<file path="config.mk">
export PLATFORM = sky130hd
export DESIGN_NAME = bcd_serial_converter
export DESIGN_NICKNAME = d
export VERILOG_FILES = /design/src/rtl/bcd_pkg.sv /design/src/rtl/bcd_digit_adjust.sv /design/src/rtl/bcd_serial_converter.sv
export SDC_FILE = /design/constraint.sdc
export NUM_CORES = 1
export LEC_CHECK = 0
export BUFFER_PORTS_ARGS = -buffer_cell sky130_fd_sc_hd__buf_2
export CAP_MARGIN = 40
export CORE_MARGIN = 4
export CORE_UTILIZATION = 56
export CTS_CLUSTER_DIAMETER = 30
export DETAILED_ROUTE_END_ITERATION = 16
export PLACE_DENSITY = 0.78
export SYNTH_ARGS = -nofsm -noshare
export SYNTH_HDL_FRONTEND = slang
export SYNTH_HIERARCHICAL = 1
export SYNTH_SLANG_ARGS = --single-unit
</file>
<file path="constraint.sdc">
create_clock -name clk -period 1.7 [get_ports clk]
set_input_delay 0.17 -clock clk [delete_from_list [all_inputs] [get_ports clk]]
set_output_delay 0.17 -clock clk [all_outputs]
set_load 0.02 [all_outputs]
</file>
<file path="src/rtl/bcd_pkg.sv">
// -----------------------------------------------------------------------------
// bcd_pkg
// Shared definitions for the serial binary-to-BCD converter:
//   state_e        - converter FSM encoding (IDLE = 0, SHIFT = 1)
//   BCD_W          - width of one BCD digit
//   ADD3_THRESHOLD - digit value at or above which the double-dabble +3 applies
//   ADD3_VALUE     - correction added to such a digit before the shift
// -----------------------------------------------------------------------------
package bcd_pkg;

    typedef enum logic {
        IDLE  = 1'b0,
        SHIFT = 1'b1
    } state_e;

    localparam int               BCD_W          = 4;
    localparam logic [BCD_W-1:0] ADD3_THRESHOLD = 4'd5;
    localparam logic [BCD_W-1:0] ADD3_VALUE     = 4'd3;

endpackage : bcd_pkg

</file>
<file path="src/rtl/bcd_digit_adjust.sv">
// -----------------------------------------------------------------------------
// bcd_digit_adjust
// Combinational double-dabble correction cell for one BCD digit: a digit of 5
// or more gets +3 so that the following left shift carries correctly into the
// next digit. The sum is 4 bits wide; the carry-out is dropped because a legal
// digit (0..9) never pushes the result past 12.
//
// Ports:
//   digit_i - BCD scratch digit before correction
//   digit_o - corrected digit, ready to be shifted
// -----------------------------------------------------------------------------
module bcd_digit_adjust
    import bcd_pkg::*;
(
    input  logic [BCD_W-1:0] digit_i,
    output logic [BCD_W-1:0] digit_o
);

    assign digit_o = (digit_i >= ADD3_THRESHOLD) ? digit_i + ADD3_VALUE : digit_i;

endmodule : bcd_digit_adjust

</file>
<file path="src/rtl/bcd_serial_converter.sv">
// -----------------------------------------------------------------------------
// bcd_serial_converter
// Serial (one bit per clock) binary-to-BCD converter using the double-dabble
// algorithm. A start seen in IDLE loads num; WIDTH SHIFT cycles follow; on the
// last one the converted digits are written to the output registers and done
// pulses for one cycle while the FSM is already back in IDLE, so a start in
// the done cycle is accepted and conversions can run back to back every
// WIDTH+1 cycles.
//
// Parameters:
//   WIDTH  - binary input width
//   DIGITS - number of BCD digits in the scratch register
//
// Ports:
//   clk       - clock, rising edge
//   rst_n     - asynchronous active-low reset
//   start     - conversion request, honoured only in IDLE
//   num       - unsigned binary value, captured when start is accepted
//   busy      - high while a conversion is in progress
//   done      - one-cycle pulse: new digit outputs are valid
//   thousands - registered BCD digit 3
//   hundreds  - registered BCD digit 2
//   tens      - registered BCD digit 1
//   ones      - registered BCD digit 0
// -----------------------------------------------------------------------------
module bcd_serial_converter
    import bcd_pkg::*;
#(
    parameter int WIDTH  = 13,
    parameter int DIGITS = 4
) (
    input  logic             clk,
    input  logic             rst_n,
    input  logic             start,
    input  logic [WIDTH-1:0] num,
    output logic             busy,
    output logic             done,
    output logic [3:0]       thousands,
    output logic [3:0]       hundreds,
    output logic [3:0]       tens,
    output logic [3:0]       ones
);

    localparam int CNT_W      = $clog2(WIDTH + 1);
    localparam int SCR_W      = DIGITS * BCD_W;
    localparam int OUT_DIGITS = 4;
    localparam int OUT_W      = OUT_DIGITS * BCD_W;
    // Scratch view widened so the four output digits always exist, even when
    // DIGITS is configured below four.
    localparam int PAD_DIGITS = (DIGITS > OUT_DIGITS) ? DIGITS : OUT_DIGITS;
    localparam int PAD_W      = PAD_DIGITS * BCD_W;

    localparam logic [CNT_W-1:0] LAST_CNT = CNT_W'(WIDTH - 1);

    // -------------------------------------------------------------------------
    // State
    // -------------------------------------------------------------------------
    state_e             state_q,   state_d;
    logic [WIDTH-1:0]   bin_q,     bin_d;
    logic [SCR_W-1:0]   scratch_q, scratch_d;
    logic [CNT_W-1:0]   cnt_q,     cnt_d;
    logic               done_q,    done_d;
    logic [OUT_W-1:0]   digits_q,  digits_d;

    // -------------------------------------------------------------------------
    // Double-dabble datapath: correct every digit, then shift {scratch, bin}
    // -------------------------------------------------------------------------
    logic [SCR_W-1:0] scratch_adj;
    logic [SCR_W-1:0] scratch_shift;
    logic [WIDTH-1:0] bin_shift;
    logic [PAD_W-1:0] scratch_pad;
    logic             adj_msb_unused;

    for (genvar g = 0; g < DIGITS; g++) begin : g_adjust
        bcd_digit_adjust u_adjust (
            .digit_i (scratch_q[g*BCD_W +: BCD_W]),
            .digit_o (scratch_adj[g*BCD_W +: BCD_W])
        );
    end

    // The top scratch bit leaves on the shift; it can only be set when the
    // input exceeds what DIGITS decimal digits can hold.
    assign adj_msb_unused = scratch_adj[SCR_W-1];
    assign {scratch_shift, bin_shift} = {scratch_adj[SCR_W-2:0], bin_q, 1'b0};
    assign scratch_pad = PAD_W'(scratch_shift);

    // -------------------------------------------------------------------------
    // Next-state logic
    // -------------------------------------------------------------------------
    // NOTE: every signal gets its hold value first so no path through the case
    // leaves one unassigned, which would infer a latch.
    always_comb begin
        state_d   = state_q;
        bin_d     = bin_q;
        scratch_d = scratch_q;
        cnt_d     = cnt_q;
        done_d    = 1'b0;
        digits_d  = digits_q;

        unique case (state_q)
            IDLE: begin
                if (start) begin
                    bin_d     = num;
                    scratch_d = '0;
                    cnt_d     = '0;
                    state_d   = SHIFT;
                end
            end

            SHIFT: begin
                bin_d     = bin_shift;
                scratch_d = scratch_shift;
                cnt_d     = cnt_q + CNT_W'(1);
                // Final shift: publish the just-shifted digits on this edge so
                // done and the new outputs appear together, with busy already low.
                if (cnt_q == LAST_CNT) begin
                    state_d  = IDLE;
                    done_d   = 1'b1;
                    digits_d = scratch_pad[OUT_W-1:0];
                end
            end

            default: state_d = IDLE;
        endcase
    end

    // -------------------------------------------------------------------------
    // State registers
    // -------------------------------------------------------------------------
    // NOTE: non-blocking assignments so every register samples pre-edge values;
    // the reset clears all of them, which is also what aborts a conversion.
    always_ff @(posedge clk or negedge rst_n) begin
        if (!rst_n) begin
            state_q   <= IDLE;
            bin_q     <= '0;
            scratch_q <= '0;
            cnt_q     <= '0;
            done_q    <= 1'b0;
            digits_q  <= '0;
        end else begin
            state_q   <= state_d;
            bin_q     <= bin_d;
            scratch_q <= scratch_d;
            cnt_q     <= cnt_d;
            done_q    <= done_d;
            digits_q  <= digits_d;
        end
    end

    // -------------------------------------------------------------------------
    // Outputs
    // -------------------------------------------------------------------------
    assign busy      = (state_q == SHIFT);
    assign done      = done_q;
    assign thousands = digits_q[3*BCD_W +: BCD_W];
    assign hundreds  = digits_q[2*BCD_W +: BCD_W];
    assign tens      = digits_q[1*BCD_W +: BCD_W];
    assign ones      = digits_q[0*BCD_W +: BCD_W];

endmodule : bcd_serial_converter
</file>
==> results.md, run 1 <==
* Aggregate routed wire length at around 4.3 mm
* CTS tree: done
* Post-detailed-route wirelength per cell at 13.05 µm
* Headroom to the max-slew limit at 69.20%
* Worst-path cell chain: inv_1, ha_1, nand2b_1, a21oi_2, mux2i_1, a22o_1
* Number of instances resized during post-cts repair at 0
* FF-to-FF path depth at 6
* Residual overflow from global routing at 0
* Critical Path RT at 1940 ps
* H-tree depth reported by CTS at 2
* Hold Fails Final Rpt at 0
* Tmin final at 1624 ps
* Transition time at the pin with the least slew margin at 462.1 ps
* Clock-pin transition on the worst setup and hold timing paths at 90 ps
* Final setup viols at 0
* Number of maximum-capacitance constraint violations at 0
* Met1 routed wirelength after detailed routing at a little over 2 mm
* Maximum clock insertion buffer count at 2
* Fillcell total at between 300 and 400
* Global-route wire length before repair at 7.672 mm
* Clock share of power at 12.8%
* Nets at 305
* Initial core utilization at 59.28%
* Sinks on Clock Net at 51
* Capturing element type of the critical path: register
* Unrepaired setup endpoints after global routing: false
* Die Height at 73.77 µm
* Area of the die at 5442 µm²
* Total power density per cell area at between 1500 and 2000 nW/µm²
* DRT antenna net count at 0
* Part of the power in registers at 41.2%
* Switching share of power at 40.07%
* Avg Synthesized Cell Area at approximately 10 µm²
* Post-route cell area at around 2700 µm²
* Worst setup margin at 76.48 ps
* Metal2 WL at 2.045 mm
* Overall fraction of global-route tracks in use at 18.11%
* Internal Pwr Total at 3.098 mW
* Setup Skew at 10.20 ps
* Relative contribution of combinational cells to total power at roughly 46%
* Root Driver: clkbuf_8
* Proportion of layout cells with a drive suffix above 1 at 19.64%
* Post-Route Hold Slack at 138.9 ps
* TritonCTS buffer count at 5
* Number of global-route vias before repair at 1781
* Total met3 wirelength after detailed routing at 164 µm
* Total number of vias at between 1500 and 2000
* Result of the run: complete, no violations
* Highest attainable clock frequency at between 600 and 700 MHz
* Slew Limit Fails at 0
* DR vias/cell at around 5.2
* Maximum fanout encountered on the critical timing path at 3
* Arrival @ worst endpoint at about 1900 ps
* Area delta synth->final at 13.33%
* Post-synthesis cell count at 241
* Sum Neg Setup Slack at 0 ps
* Die Span X at 73.77 µm
* RD Place Congestion at 0.8131
* Post-route DRC violation count at 0
* Top metal layer carrying routed signals: met4
* Path type of the worst setup path: register to register
* Post-placement cell area at 2650 µm²
* Detailed placer's ending HPWL at 3.013 mm
* Detailed router's first-iteration violation count at 73
* Delay contributed by the slowest stage of the critical path at 420 ps
* Pleak at about 1.4 nW
* Sequential Area at ~1300 µm²
* Number of placement rows at 23
* Core Area at 4086 µm²
* Synthesized Nets at between 200 and 300
* Critical path launch point type: register
* Summed instance area of the synthesized netlist at 2422 µm²
* Worst hold path depth at 3
* Router iterations before antenna repair at 4
* Net switching component of the power at 2.072 mW
* Count of synthesis-stage warnings from yosys at 6
* Number of antenna violations at the first check in global routing at 0
* Skew-Pair Late Insertion Delay at around 300 ps
* Post-placement setup slack at ~140 ps
* Total area of multi-input combinational cells at 1040 µm²
* Worst path slowest cell: dfrtp_1
* Tcrit/Tclk final at 95.50%
* Top-level port count at 34
* Maximum number of pins on one net before global-route repair at 36
* Class of the tightest hold or removal check: input port to register
* Number of buffers inserted by port buffering at 33
* # diodes at 0
* Worst IR Drop VDD at 0.9713 mV
## worst paths after layout
| path | startpoint | end | slack [ps] |
|---|---|---|---|
| worst min-delay path | num[0] | bin_q[0]$_DFFE_PN0P_ | 140 |
| max in group asynchronous | rst_n | busy$_DFF_PN0_ | 810 |
| worst min register to register | digits_q[11]$_DFFE_PN0P_ | digits_q[11]$_DFFE_PN0P_ | 470 |
| worst max-delay path | scratch_q[5]$_DFFE_PN0P_ | scratch_q[6]$_DFFE_PN0P_ | 80 |
| worst max register to register | scratch_q[5]$_DFFE_PN0P_ | scratch_q[6]$_DFFE_PN0P_ | 80 |
| min in group asynchronous | rst_n | digits_q[6]$_DFFE_PN0P_ | 360 |
## state kept, by name (all words and copies together), names as in the netlist
signal	flops
bin_q	13
busy	1
cnt_q	4
digits_q	16
done	1
scratch_q	16
## per-stage QoR
stage          utilization (%)  instances  power (mW)
2_1_floorplan                -        241       3.952
3_3_place_gp             64.85        321       4.446
3_5_place_dp             64.85        321       4.548
4_1_cts                  67.18        330       5.223
5_1_grt                  67.18        330       5.632
6_report                 67.18        330       5.169
## cell usage in the layout, fill, tap and decap left out, types with 3 or more instances in the layout
cell type  instances
a21oi_2            4
a22o_1            17
buf_2             33
buf_4              6
clkbuf_8           5
dfrtp_1           51
ha_1              10
inv_1             10
mux2i_1           17
nand2_1           77
nand2b_1           8
nor2_1             6
o21ai_0           16
o21ai_1            3
xnor2_1            5
## final cells by class
type / instances / area share, %
Clock buffer: 6 / 2.644
Clock inverter: 2 / 0.4558
Inverter: 11 / 1.504
Multi-Input combinational cell: 169 / 37.88
Sequential cell: 51 / 46.49
Tap cell: 50 / 2.279
Timing Repair Buffer: 41 / 8.751
## power groups by stage
stage	sequential, mW	clock [mW]	combinational (mW)
6_report	2.13	0.664	2.38
2_1_floorplan	2.29	0	1.66
4_1_cts	2.13	0.686	2.41
5_1_grt	2.20	0.730	2.70
3_5_place_dp	2.14	0	2.41
3_3_place_gp	2.13	0	2.31
## worst max-delay path: cells and delay by family (launching register included)
family	cells	cell delay (ps)
muxes	1	330
DFF	1	420
adders and majority gates	1	200
and+or+nand+nor	1	90
AOI/OAI and AO/OA	2	410
buffers and inverters	1	110
## timing repair
action / in CTS / in global routing
setup endpoints to repair: 0 / 0
endpoints found under the hold margin: 19 / 0
hold buffers: 1 / 0
buffers inserted: 0 / 0
## metal layers
layer	global-route usage (%)	vias up
met5	0	-
met4	6.036	0
met3	3.557	7
met2	30.51	40
met1	23.25	797
li1	-	873
(Power assumes the default switching activity.)
==> run 2: changes to the inputs <==
--- a/config.mk
+++ b/config.mk
@@ -12,6 +12,7 @@
 export CTS_CLUSTER_DIAMETER = 30
 export DETAILED_ROUTE_END_ITERATION = 16
 export PLACE_DENSITY = 0.78
+export RECOVER_POWER = 25
 export SYNTH_ARGS = -nofsm -noshare
 export SYNTH_HDL_FRONTEND = slang
 export SYNTH_HIERARCHICAL = 1
==> run 2 against run 1 <==
Net effect:
- first-iteration DRC count is the same
- cell count is the same
- sequential cell count is the same
- via count is the same
- critical endpoint unchanged
- clock skew is the same
- power is essentially flat
- sequential share of layout area is essentially flat
- maximum frequency is essentially flat
- critical path depth is the same
- final area is essentially flat
==> results.md, run 2 (synthesis results as in run 1) <==
* Number of antenna violations at the first check in global routing at 0
* Router iterations before antenna repair at 4
* Residual overflow from global routing at 0
* Die Span X at 73.77 µm
* Most common cell after layout, fill and taps aside: nand2_1
* Critical R2R Launch: scratch_q[5]$_DFFE_PN0P_
* Core Area at 4086 µm²
* Global-route wire length before repair at 7.672 mm
* Root Driver: clkbuf_8
* Post-route DRC violation count at 0
* Class of the tightest hold or removal check: input port to register
* Number of global-route vias before repair at 1781
* Pleak at 1.439 nW
* Switching share of power at 40.09%
* Nets at between 300 and 400
* Top-level port count at 34
* Tcrit/Tclk final at 95.47%
* Tmin final at 1623 ps
* Clock-pin transition on the worst setup and hold timing paths at ~90 ps
* Maximum number of pins on one net before global-route repair at 36
* TritonCTS buffer count at 5
* CTS tree: done
* Result of the run: complete, no violations
* Clock share of power at 12.8%
* Detailed placer's ending HPWL at 3.013 mm
* H-tree depth reported by CTS at 2
* Setup repair bufs after CTS at 0
* Cell count after placement at about 320
* Proportion of layout cells with a drive suffix above 1 at 18.93%
* Highest attainable clock frequency at just over 600 MHz
* Detailed router's first-iteration violation count at 73
* Part of the power in registers at 41.2%
* Post-placement cell area at 2650 µm²
* Transition time at the pin with the least slew margin at 1115 ps
* Die Height at 73.77 µm
* Non-filler instance count after layout at 330
* Hold Fails Final Rpt at 0
* Maximum clock insertion buffer count at 2
* DR vias/cell at ~5.2
* Initial core utilization at 59.28%
* Setup Skew at 10.20 ps
* Number of placement rows at 23
* Capturing element of the worst setup path: scratch_q[6]$_DFFE_PN0P_
* RD Place Congestion at 0.8131
* Largest registers: digits_q: 16 flops, scratch_q: 16 flops, bin_q: 13 flops
* Overall fraction of global-route tracks in use at 18.11%
* Slew Limit Fails at 0
* Sequential Area at ~1300 µm²
* Post-route cell area at 2743 µm²
* Sinks on Clock Net at 51
* Relative contribution of combinational cells to total power at 46.0%
* Most frequent cells in the layout: nand2_1, dfrtp_1, buf_2
* Reg-to-reg slack, setup at 80 ps
* Fillcell total at ~320
* Worst IR Drop VDD at just under 1 mV
* Beginning of the critical path: scratch_q[5]$_DFFE_PN0P_
* Capturing point of the worst reg2reg path: scratch_q[6]$_DFFE_PN0P_
* Headroom to the max-slew limit at about a quarter
* Final setup viols at 0
* # diodes at 0
* Arrival @ worst endpoint at around 1900 ps
* Internal Pwr Total at 3.096 mW
* FF-to-FF path depth at 6
* Aggregate routed wire length at approximately 4.3 mm
* Area delta synth->final at 13.22%
* Area of the die at ~5400 µm²
* Post-detailed-route wirelength per cell at 13.06 µm
* Unrepaired setup endpoints after global routing: false
* Path type of the worst setup path: register to register
* Total area of multi-input combinational cells at between 1000 and 1500 µm²
* Number of buffers inserted by port buffering at 33
* Total power density per cell area at 1884 nW/µm²
* Maximum fanout encountered on the critical timing path at 3
* Number of maximum-capacitance constraint violations at 0
* DRT antenna net count at 0
* Net switching component of the power at 2.072 mW
* Critical path launch point type: register
* Post-Route Hold Slack at approximately 140 ps
* Sum Neg Setup Slack at 0 ps
* Skew-Pair Late Insertion Delay at 300 ps
* Capturing element type of the critical path: register
* Critical Path RT at between 1500 and 2000 ps
* Total number of vias at 1717
==> run 2: per-layer routing <==
metal,up-vias,global-route usage [%],share of wire [%]
li1,873,-,-
met1,797,23.25,47
met2,40,30.51,47
met3,7,3.557,4.1
met4,0,6.036,1.5
met5,-,0,0
==> run 2: worst max-delay path, stage by stage (launching register included) <==
cell and delay [ps]:
dfrtp_1 420, inv_1 110, ha_1 200, nand2b_1 90
a21oi_2 210, mux2i_1 330, a22o_1 200
==> run 2: how the worst min path moves through the flow <==
stage / end / slack [ps] / start / cells after the start
final: bin_q[0]$_DFFE_PN0P_ / 140 / num[0] / 3
after global routing: bin_q[0]$_DFFE_PN0P_ / 150 / num[0] / 3
after CTS: bin_q[0]$_DFFE_PN0P_ / 130 / num[0] / 3
after detailed placement: digits_q[6]$_DFFE_PN0P_ / 150 / rst_n / 1
after global placement: digits_q[5]$_DFFE_PN0P_ / 150 / rst_n / 1
after floorplan: bin_q[0]$_DFFE_PN0P_ / -130 / rst_n / 0
==> run 2: final cells by class <==
type	count	area share, %
Sequential cell	51	46.53
Multi-Input combinational cell	169	37.91
Timing Repair Buffer	41	8.668
Clock buffer	6	2.646
Tap cell	50	2.281
Inverter	11	1.505
Clock inverter	2	0.4562
==> run 2: timing repair <==
| action | CTS | global route |
|---|---|---|
| resized for setup | 0 | 0 |
| hold buffers | 1 | 0 |
| hold endpoints to repair | 19 | 0 |
==> run 2: stage by stage <==
step	utilization, %	power [mW]	worst slack (ps)
after floorplan	-	3.952	326.1
after global placement	64.85	4.446	281.5
after detailed placement	64.85	4.548	138.8
after CTS	67.18	5.223	105.9
after global routing	67.12	5.630	11.58
final	67.12	5.168	77.03
==> run 2: power groups by stage <==
stage               clock network [mW]  logic [mW]  registers, mW
global route                     0.730        2.70           2.20
CTS                              0.686        2.41           2.13
global placement                     0        2.31           2.13
floorplan                            0        1.66           2.29
finish                           0.664        2.38           2.13
detailed placement                   0        2.41           2.14
==> run 3: changes to the inputs <==
--- a/config.mk
+++ b/config.mk
@@ -8,10 +8,9 @@
 export BUFFER_PORTS_ARGS = -buffer_cell sky130_fd_sc_hd__buf_2
 export CAP_MARGIN = 40
 export CORE_MARGIN = 4
-export CORE_UTILIZATION = 56
+export CORE_UTILIZATION = 40
 export CTS_CLUSTER_DIAMETER = 30
 export DETAILED_ROUTE_END_ITERATION = 16
-export PLACE_DENSITY = 0.78
 export RECOVER_POWER = 25
 export SYNTH_ARGS = -nofsm -noshare
 export SYNTH_HDL_FRONTEND = slang
==> run 3 against run 2 <==
Net effect:
- core utilization down 20 points
- setup slack improved by 79 ps
- routed wire length is 3.7% higher
- critical endpoint is now scratch_q[10]$_DFFE_PN0P_
- highest routed layer unchanged
==> results.md, run 3 (synthesis results as in run 1) <==
* Unrepaired setup endpoints after global routing: false
* Critical R2R Launch: scratch_q[8]$_DFFE_PN0P_
* Maximum clock insertion buffer count at 2
* Core Area at 5886 µm²
* Number of global-route vias before repair at 1721
* Post-Route Hold Slack at 110.7 ps
* Worst IR Drop VDD at around 0.72 mV
* CTS tree: done
* Detailed placer's ending HPWL at 3.070 mm
* Critical Path RT at between 1500 and 2000 ps
* Tmin final at 1544 ps
* Slew Limit Fails at 0
* Setup Skew at 6.185 ps
* Transition time at the pin with the least slew margin at between 1000 and 1500 ps
* Top delay family on crit path: flip-flops
* End point of the most critical hold path: bin_q[0]$_DFFE_PN0P_
* Pleak at 1.455 nW
* Capturing point of the worst reg2reg path: scratch_q[10]$_DFFE_PN0P_
* Number of instances resized during post-cts repair at 0
* Total power density per cell area at 1891 nW/µm²
* DR vias/cell at around 4.8
* DRT antenna net count at 0
* Met1 routed wirelength after detailed routing at roughly 2.2 mm
* Class of the tightest hold or removal check: input port to register
* # diodes at 0
* Buffers and inverters on the worst path at 0
* Aggregate routed wire length at roughly 4.5 mm
* Die Height at 85.82 µm
* Post-route DRC violation count at 0
* Post-detailed-route wirelength per cell at 12.55 µm
* Final setup viols at 0
* Delay contributed by the slowest stage of the critical path at 440 ps
* Area delta synth->final at 14.93%
* Worst hold path depth at 3
* Router iterations before antenna repair at 4
* Top-level port count at 34
* Metal2 WL at about 2.0 mm
* Most frequent cells in the layout: nand2_1, dfrtp_1, buf_2
* Total number of vias at 1723
* Hold Fails Final Rpt at 0
* Result of the run: complete, no violations
* Global-route wire length before repair at 7.769 mm
* Area of the die at around 7400 µm²
* Top metal layer carrying routed signals: met4
* H-tree depth reported by CTS at 2
* Number of buffers inserted by port buffering at 33
* Post-route cell area at 2784 µm²
* Headroom to the max-slew limit at 26.26%
* Most common cell after layout, fill and taps aside: nand2_1
* Reg-to-reg slack, setup at 160 ps
* Number of placement rows at 28
* Path type of the worst setup path: register to register
* Post-cts hold buffer count at 1
* Overall fraction of global-route tracks in use at 13.06%
* Nets at 306
* Die Span X at 85.82 µm
* Capturing element type of the critical path: register
* Sum Neg Setup Slack at 0 ps
* Largest registers: digits_q: 16 flops, scratch_q: 16 flops, bin_q: 13 flops
* Skew-Pair Late Insertion Delay at 300 ps
* Non-filler instance count after layout at 356
* Maximum number of pins on one net before global-route repair at 52
* Worst-path cell chain: ha_1, nand2b_1, a21oi_2, mux2i_1, a22o_1
* Arrival @ worst endpoint at 1780 ps
* Setup repair bufs after CTS at 0
* Proportion of layout cells with a drive suffix above 1 at 19.93%
* Critical path launch point type: register
* Root Driver: clkbuf_8
* Number of maximum-capacitance constraint violations at 0
* Total met3 wirelength after detailed routing at 244 µm
* Post-placement cell area at approximately 2700 µm²
* Number of antenna violations at the first check in global routing at 0
* Clock-pin transition on the worst setup and hold timing paths at 90 ps
* Maximum fanout encountered on the critical timing path at 5
* FF-to-FF path depth at 5
* RD Place Congestion at 0.8021
* Residual overflow from global routing at 0
* Initial core utilization at 41.16%
* Sinks on Clock Net at 51
* Worst path slowest cell: dfrtp_1
* TritonCTS buffer count at 5
* Tcrit/Tclk final at 90.82%
* Detailed router's first-iteration violation count at 67
* Cell count after placement at 347
* Highest attainable clock frequency at 647.7 MHz
* Hold wc startpoint: num[0]
-- run 3: cell types whose count changed in the layout (fill, tap and decap cells not counted) --
cell | previous run | this run
buf_12 | 1 | 0
buf_2 | 31 | 34
buf_4 | 6 | 7
clkbuf_1 | 3 | 1
clkbuf_8 | 5 | 7
clkinv_2 | 1 | 0
clkinvlp_4 | 1 | 0
-- run 3: report_power, final --
part	internal, mW	switching, mW
sequential	1.73	0.422
clock	0.372	0.386
combinational	1.09	1.27
total	3.19	2.08
-- run 3: final cells by class --
cell class	instances	area (µm²)
tap	75	93.84
multi-input combinational	169	1040
sequential	51	1276
clock buffer	8	100.1
inverter	11	41.29
fill	560	3102
timing repair buffer	42	232.7
-- run 3: how the worst max path moves through the flow --
stage                             start                        end  slack [ps]  cells after the start
6_report       scratch_q[8]$_DFFE_PN0P_  scratch_q[10]$_DFFE_PN0P_         160                      5
5_1_grt                           rst_n   scratch_q[8]$_DFFE_PN0P_          60                      3
4_1_cts        scratch_q[8]$_DFFE_PN0P_  scratch_q[10]$_DFFE_PN0P_         160                      5
3_5_place_dp   scratch_q[8]$_DFFE_PN0P_  scratch_q[10]$_DFFE_PN0P_         190                      5
3_3_place_gp   scratch_q[4]$_DFFE_PN0P_   scratch_q[6]$_DFFE_PN0P_         220                      5
2_1_floorplan  scratch_q[8]$_DFFE_PN0P_  scratch_q[10]$_DFFE_PN0P_         330                      5
-- run 3: metal layers --
layer  vias to the layer above  GRT usage [%]
met5                         -              0
met4                         0          3.022
met3                         2          4.515
met2                        34          21.19
met1                       815          16.87
li1                        872              -
-- run 3: per-stage QoR --
step / setup WS [ps] / util (%) / total power [mW]
after floorplan: 326.1 / - / 3.952
final: 156.1 / 47.30 / 5.264
after global routing: 60.47 / 47.30 / 5.718
after global placement: 220.2 / 45.68 / 4.504
after CTS: 161.2 / 47.56 / 5.347
after detailed placement: 189.6 / 45.68 / 4.565
-- run 3: worst min-delay path, delay by kind of cell --
kind	cells	cell delay, ps
buffers and inverters	1	70
and+or+nand+nor	1	70
muxes	1	60
